`src/rtl/pc_fetch_ctrl.sv`:
```
`default_nettype none
// ============================================================================
// Module   : pc_fetch_ctrl
// Purpose  : Program-counter / instruction-fetch controller. Issues one
//            instruction-memory read per PC, registers the returned word,
//            presents it downstream until it retires, then advances the PC
//            sequentially or to a branch target. A misaligned redirect
//            parks the block in an absorbing error state until reset.
// Revision : 1.0 - initial release
// ============================================================================
module pc_fetch_ctrl #(
  parameter logic [31:0] RESET_PC = 32'h0000_0000
) (
  input  logic        clk,
  input  logic        rst_n,
  input  logic [31:0] PCTarget,
  input  logic        PCSrc,
  input  logic        Stall,
  output logic        IMemReq,
  output logic [31:0] IMemAddr,
  input  logic        IMemReady,
  input  logic [31:0] IMemRdata,
  output logic [31:0] Instr,
  output logic        InstrValid,
  output logic [31:0] PC,
  output logic [31:0] PCPlus4,
  output logic        MisalignErr
);

  typedef enum logic [1:0] {
    S_IDLE  = 2'd0,
    S_FETCH = 2'd1,
    S_HOLD  = 2'd2,
    S_ERROR = 2'd3
  } state_t;

  state_t      r_state;
  logic [31:0] r_pc;
  logic [31:0] r_instr;
  logic        r_req;
  logic        r_valid;
  logic        r_misalign;

  logic [31:0] w_pc_plus4;
  logic [31:0] w_next_pc;
  logic        w_bad_redirect;

  // Sequential successor wraps naturally at 2^32.
  assign w_pc_plus4     = r_pc + 32'd4;
  assign w_next_pc      = PCSrc ? PCTarget : w_pc_plus4;
  // Only a taken redirect can produce a misaligned PC; PC+4 keeps alignment.
  assign w_bad_redirect = PCSrc && (PCTarget[1:0] != 2'b00);

  // Fetch FSM with registered request/valid/error outputs. The PC moves only
  // on a retire in HOLD, where no memory request is outstanding.
  always_ff @(posedge clk or negedge rst_n) begin
    if (!rst_n) begin
      r_state    <= S_IDLE;
      r_pc       <= RESET_PC;
      r_instr    <= 32'd0;
      r_req      <= 1'b0;
      r_valid    <= 1'b0;
      r_misalign <= 1'b0;
    end else begin
      case (r_state)
        S_IDLE: begin
          r_req   <= 1'b1;
          r_state <= S_FETCH;
        end
        S_FETCH: begin
          // Wait as long as memory needs; address stays put meanwhile.
          if (IMemReady) begin
            r_instr <= IMemRdata;
            r_valid <= 1'b1;
            r_req   <= 1'b0;
            r_state <= S_HOLD;
          end
        end
        S_HOLD: begin
          // Stall freezes everything; PCSrc/PCTarget matter only on retire.
          if (!Stall) begin
            r_valid <= 1'b0;
            if (w_bad_redirect) begin
              r_misalign <= 1'b1;
              r_req      <= 1'b0;
              r_state    <= S_ERROR;
            end else begin
              r_pc    <= w_next_pc;
              r_req   <= 1'b1;
              r_state <= S_FETCH;
            end
          end
        end
        S_ERROR: begin
          // Absorbing: only reset leaves this state.
          r_req   <= 1'b0;
          r_valid <= 1'b0;
        end
        default: begin
          r_req   <= 1'b0;
          r_valid <= 1'b0;
          r_state <= S_IDLE;
        end
      endcase
    end
  end

  assign IMemReq     = r_req;
  assign IMemAddr    = r_pc;
  assign Instr       = r_instr;
  assign InstrValid  = r_valid;
  assign PC          = r_pc;
  assign PCPlus4     = w_pc_plus4;
  assign MisalignErr = r_misalign;

endmodule
`default_nettype wire

```
`config.mk`:
```
export PLATFORM = sky130hd
export DESIGN_NAME = pc_fetch_ctrl
export DESIGN_NICKNAME = d
export VERILOG_FILES = /design/src/rtl/pc_fetch_ctrl.sv
export SDC_FILE = /design/constraint.sdc
export NUM_CORES = 1
export LEC_CHECK = 0
export BUFFER_PORTS_ARGS = -buffer_cell sky130_fd_sc_hd__buf_2
export CORE_MARGIN = 8
export CORE_UTILIZATION = 27
export CTS_CLUSTER_DIAMETER = 150
export CTS_CLUSTER_SIZE = 14
export DETAILED_ROUTE_END_ITERATION = 7
export PLACE_DENSITY = 0.61
export SLEW_MARGIN = 20
export SYNTH_ARGS = -nofsm -noshare
export SYNTH_HDL_FRONTEND = slang
export SYNTH_SLANG_ARGS = --single-unit
```
`constraint.sdc`:
```
create_clock -name clk -period 5 [get_ports clk]
set_clock_uncertainty 0.15 [all_clocks]
set_input_delay 0.5 -clock clk [delete_from_list [all_inputs] [get_ports clk]]
set_output_delay 0.5 -clock clk [all_outputs]
set_load 0.01 [all_outputs]
```
==> flow_metrics.py, run 1 <==
metrics = {
    "run_status": {
        "status": "finished, final reports clean",
    },
    "setup_path": {
        "r2r-end": "IMemAddr[26]",
        "endpoint": "PCPlus4[24]",
        "cp.arrival_ps": 2650,
        "rr_startpoint": "r_state[0]",
        "rrSetupSlack_ps": 2120,
        "cp.required_ps": 4350,
        "rr_worst_depth": 7,
        "critPathMaxFanout": 11,
        "cp-startpoint": "IMemAddr[2]",
        "crit_type": "reg2out",
        "start_kind": "flip-flop",
        "end_kind": "output port",
    },
    "layout": {
        "fin_area_um2": 5130,
        "nets": 614,
        "antenna_cells": 0,
        "layout-drive-gt1-share": 0.471,
        "area_delta_synth_final_pct": 31.2,
        "seqCellArea_um2": 1730,
        "nFillCells": 1457,
        "multi_input_area_um2": 1820,
    },
    "global_routing": {
        "antenna_found_initial": 4,
        "grt.overflow.total": 0,
        "grt_max_degree": 70,
        "grt_pass1_vias": 3692,
        "grt_pass1_wl_um": 19500,
        "grt_usage": 0.134,
    },
    "floorplanning": {
        "coreArea_um2": 14400,
        "boundaryPins": 200,
        "die_area_um2": 18600,
        "rows": 44,
        "initial_core_util": 0.272,
        "die_h_um": 136,
        "die_w_um": 136,
    },
    "power": {
        "p_int_mw": 1.90,
        "power_switching_mw": 1.27,
        "swShare": 0.400,
        "comb_power_share": 0.435,
        "seq_power_share": 0.354,
        "p_per_area_nw_per_um2": 617,
        "leakagePower_nw": 2.58,
        "total_power_mw": 3.17,
        "ir_worst_vdd_mv": 0.244,
        "clockPowerShare": 0.211,
    },
    "timing": {
        "grt_setup_unrepaired": "false",
        "setup_viol": 0,
        "period_share": 0.660,
        "worstMarginPinSlew_ps": 934,
        "report.final.slew_viol_count": 0,
        "fin_crit_ps": 3300,
        "hold-worst-slack_ps": 124,
        "fin_tns_setup_ps": 0,
        "fmax_mhz": 303,
        "slew-limit-headroom": 0.377,
        "hold_viol": 0,
    },
    "yosys": {
        "yosysMostFrequentCell": "dfrtp_1",
        "ys_warn_count": 0,
        "yosys_register_bits": 69,
        "synth_top_area_frac": 0.441,
        "synthFlopType": "dfrtp_1",
        "synth.avg_cell_area_um2": 10.3,
        "netlist.top_cell.by_area": "dfrtp_1",
        "ys_types": 47,
        "synth_area_leaders": "dfrtp_1 (44%), mux2_2 (9.2%), buf_4 (7.5%)",
        "synth_area_um2": 3920,
        "synth_fp_nets": 455,
        "synth-seq-area-share": 0.441,
        "synthTopCellsByCount": "dfrtp_1 (69), buf_4 (39), mux2_2 (32), nand2_1 (25), o21ai_0 (24)",
        "synth_edf_count": 0,
        "async_flop_share": 1.00,
        "syn_inst": 380,
    },
    "clock_network": {
        "path_clk_slew_ps": 60,
        "clock-root-buffer": "clkbuf_16",
        "clk_latency_ps": 330,
        "cts_max_path_buffers": 2,
        "cts-htree-levels": 3,
        "post_cts_buffers": 0,
        "ctsHoldBuffers": 0,
        "cts_sinks": 69,
        "post_cts_resized": 0,
        "cts_tree": "done",
        "cts_buffers": 9,
    },
    "drt": {
        "routed_wl_um": 12500,
        "dr_total_vias": 3446,
        "drt_iter0_drc": 103,
        "vias_per_cell": 4.73,
        "routedWlPerCell_um": 17.1,
        "drt_drc_violations_left": 0,
        "dr.pass1.iters": 4,
        "drtAntennaViolNets": 0,
    },
    "worst_hold_path": {
        "min_path_type": "in2async",
    },
    "placed_design": {
        "gp_congestion": 0.819,
        "portBuffers": 199,
        "placed_cell_area_um2": 4810,
        "hpwlAfterDp_um": 9580,
    },
    "job": {
        "maxCapViolations": 0,
    },
}
## how the worst min path moves through the flow
stage | cells after the start | slack, ps | endpoint
2_1_floorplan | 0 | 50 | IMemAddr[0]
3_3_place_gp | 2 | 310 | IMemReq
3_5_place_dp | 2 | 330 | IMemReq
4_1_cts | 1 | 180 | IMemAddr[11]
5_1_grt | 2 | 230 | Instr[16]
6_report | 1 | 120 | IMemAddr[11]
## placed cells by master, fill, tap and decap left out, types with 2 or more instances in the layout
cell type  instances
and4_1             2
a221o_1            2
nand2b_1           5
nor4_4             2
a2bb2oi_1          4
a21o_1             4
nor2b_1            3
nand2_1           25
mux2_2            32
xnor2_1           20
o22ai_1            5
a21oi_1           16
ha_1               6
xor2_1             8
a22o_1             4
buf_4              3
nand3_1           15
nor2_1            15
or3_1              2
inv_1              9
o21ai_0           24
and3_1            10
clkbuf_8           3
buf_2            198
mux2i_1            6
o2bb2ai_1          2
nand4_1            5
clkbuf_16          9
nor3_1             4
nor4_1             3
a22oi_1            5
nand4_4            2
dfrtp_1           69
o311ai_0           5
## worst max-delay path: stages, from the launching register on
cell and delay [ps]:
dfrtp_1 500, ha_1 300, nand3_1 300, nor4_4 590
nand3_1 270, xnor2_1 190, buf_2 150
## state kept, by name (all words and copies together), names as in the netlist
signal and flops:
IMemAddr 32, InstrValid 1, Instr 32, r_state 2, IMemReq 1, MisalignErr 1
## metrics by stage
step	util	std cells	worst slack, ps
5_1_grt	0.357	728	1510
2_1_floorplan	-	380	2580
3_3_place_gp	0.335	712	1810
3_5_place_dp	0.335	712	1750
6_report	0.357	728	1700
4_1_cts	0.357	728	1350
## layout make-up
class	instances	area share
clock inverters	3	0.00828
flip-flops and latches	69	0.336
repair buffers	201	0.197
clock buffers	13	0.0526
multi-input cells	249	0.354
well taps	184	0.0448
inverters	9	0.00658
## kinds of logic after synthesis
logic type | Yosys count | synth area share
compound gates | 78 | 0.129
xor+xnor | 28 | 0.0626
fa+ha+maj | 6 | 0.0192
buf+inv | 62 | 0.0975
flops | 69 | 0.441
mux | 38 | 0.107
simple gates | 99 | 0.143
## per-layer routing
| metal | share of wire | routed length, um | global-route usage |
|---|---|---|---|
| met5 | 0.0042 | 53 | 0 |
| met4 | 0.016 | 204 | 0.0580 |
| met3 | 0.12 | 1460 | 0.0565 |
| met2 | 0.47 | 5900 | 0.219 |
| met1 | 0.39 | 4860 | 0.150 |
## power by group through the flow
| stage | Clock [mW] | Combinational [mW] | Sequential, mW |
|---|---|---|---|
| 6_report | 0.668 | 1.38 | 1.12 |
| 5_1_grt | 0.717 | 1.51 | 1.18 |
| 4_1_cts | 0.693 | 1.41 | 1.13 |
| 3_5_place_dp | 0 | 1.41 | 1.13 |
| 3_3_place_gp | 0 | 1.40 | 1.11 |
| 2_1_floorplan | 0 | 0.816 | 1.18 |
(Power assumes the default switching activity.)
==> run 2, diff against run 1 <==
- PLACE_DENSITY: 0.61 -> 0.63
- clock period: 5 -> 2.7 ns (I/O delays scaled with it)
==> flow_metrics.py, run 2 (same netlist as run 1, synthesis figures left out) <==
metrics = {
    "setup_path": {
        "crit_family": "simple AND/OR/NAND/NOR gates",
        "end_kind": "output port",
        "worst_path_largest_cell_delay_ps": 510,
        "cp.required_ps": 2280,
        "crit_type": "reg2out",
        "critPathBufInv": 2,
        "crit_chain": "nand4_4 -> nor4_4 -> buf_4 -> nand2_2 -> nor2_1 -> xor2_1 -> buf_2",
        "cp_slowest_cell": "dfrtp_1",
        "cp.arrival_ps": 2140,
        "critPathMaxFanout": 7,
        "start_kind": "flip-flop",
    },
    "drt": {
        "dr_total_vias": 3532,
        "dr.pass1.iters": 4,
        "vias_per_cell": 4.77,
        "drt_iter0_drc": 129,
        "routed_wl_um": 13000,
        "routedWlPerCell_um": 17.6,
        "drt_drc_violations_left": 0,
        "drtAntennaViolNets": 0,
    },
    "timing": {
        "setup_viol": 0,
        "fmax_mhz": 391,
        "grt_setup_unrepaired": "false",
        "hold_viol": 0,
        "period_share": 0.947,
        "fin_crit_ps": 2560,
        "worstMarginPinSlew_ps": 939,
        "report.final.slew_viol_count": 0,
        "slew-limit-headroom": 0.374,
        "fin_tns_setup_ps": 0,
    },
    "clock_network": {
        "clk_latency_ps": 330,
        "path_clk_slew_ps": 60,
        "cts-htree-levels": 3,
        "cts_tree": "done",
        "cts_sinks": 69,
        "cts_max_path_buffers": 2,
        "clock-root-buffer": "clkbuf_16",
        "cts_buffers": 9,
    },
    "power": {
        "power_switching_mw": 2.40,
        "ir_worst_vdd_mv": 0.488,
        "comb_power_share": 0.448,
        "p_per_area_nw_per_um2": 1130,
        "p_int_mw": 3.54,
        "seq_power_share": 0.349,
        "clockPowerShare": 0.203,
        "swShare": 0.404,
        "total_power_mw": 5.93,
        "leakagePower_nw": 2.61,
    },
    "global_routing": {
        "grt_max_degree": 70,
        "grt_usage": 0.134,
        "grt_pass1_vias": 3625,
        "grt.overflow.total": 0,
        "grt_pass1_wl_um": 19500,
        "antenna_found_initial": 0,
    },
    "floorplanning": {
        "die_area_um2": 18600,
        "rows": 44,
        "coreArea_um2": 14400,
        "boundaryPins": 200,
        "die_w_um": 136,
        "die_h_um": 136,
        "initial_core_util": 0.272,
    },
    "placed_design": {
        "hpwlAfterDp_um": 10100,
        "portBuffers": 199,
        "gp_congestion": 0.786,
    },
    "layout": {
        "final_cell_mix": "buf_2 (198), dfrtp_1 (64), mux2_2 (32), nand2_1 (25), o21ai_0 (24)",
        "area_delta_synth_final_pct": 33.8,
        "layout-drive-gt1-share": 0.491,
        "nets": 627,
        "antenna_cells": 0,
        "utilization": 0.365,
        "final_common_cell": "buf_2",
    },
    "job": {
        "maxCapViolations": 0,
    },
    "run_status": {
        "status": "finished, final reports clean",
    },
    "worst_hold_path": {
        "min_path_type": "in2reg",
    },
}
run 2: worst reg2reg max path, cell delays in order, from the launching register on:
cell and delay (ps):
dfrtp_2 440, ha_2 250, nand3_2 150, nor4_2 180, buf_4 230, nand4_1 140, xnor2_1 160, a221o_1 320
run 2: power by group through the flow:
stage	sequential, mW	combinational (mW)	clock (mW)
3_5_place_dp	2.06	2.71	0
6_report	2.07	2.66	1.21
4_1_cts	2.06	2.72	1.25
3_3_place_gp	2.01	2.68	0
5_1_grt	2.16	2.90	1.29
2_1_floorplan	2.19	1.51	0
run 2: worst paths after layout:
kind | start | endpoint | slack, ps | cells past startpoint
min in group asynchronous | rst_n | IMemAddr[0] | 470 | 2
min reg2reg | MisalignErr | MisalignErr | 330 | 1
min | IMemRdata[30] | Instr[30] | 20 | 2
max | IMemAddr[5] | PCPlus4[31] | 140 | 7
max in group asynchronous | rst_n | IMemAddr[3] | 1280 | 2
max reg2reg | IMemAddr[2] | IMemAddr[28] | 570 | 7
run 2: layout make-up:
class | instances | area (um2)
multi-input cells | 249 | 1820
repair buffers | 214 | 1120
well taps | 184 | 230
clock inverters | 4 | 47.5
fillers | 1469 | 9130
clock buffers | 11 | 253
inverters | 9 | 33.8
flip-flops and latches | 69 | 1730
run 2: stage by stage:
step	cell area, um2	setup WS [ps]	cells	hold slack [ps]
floorplan	3920	427	380	-176
global placement	4870	279	720	312
detailed placement	4870	233	720	312
CTS	5220	20.6	740	0.259
global route	5240	18.0	740	7.82
finish	5240	144	740	16.4
run 2: repair_timing:
item,CTS,global route
setup buffers,2,0
endpoints found under the hold margin,71,0
pin swaps,1,0
endpoints found under the setup margin,14,13
resized for setup,2,7
hold buffers,3,0
run 2: per-layer routing:
layer | GRT usage | up-vias | part of all wire
li1 | - | 1667 | -
met1 | 0.154 | 1696 | 0.41
met2 | 0.228 | 157 | 0.49
met3 | 0.0466 | 12 | 0.094
met4 | 0.0476 | 0 | 0.013
met5 | 0 | - | 0
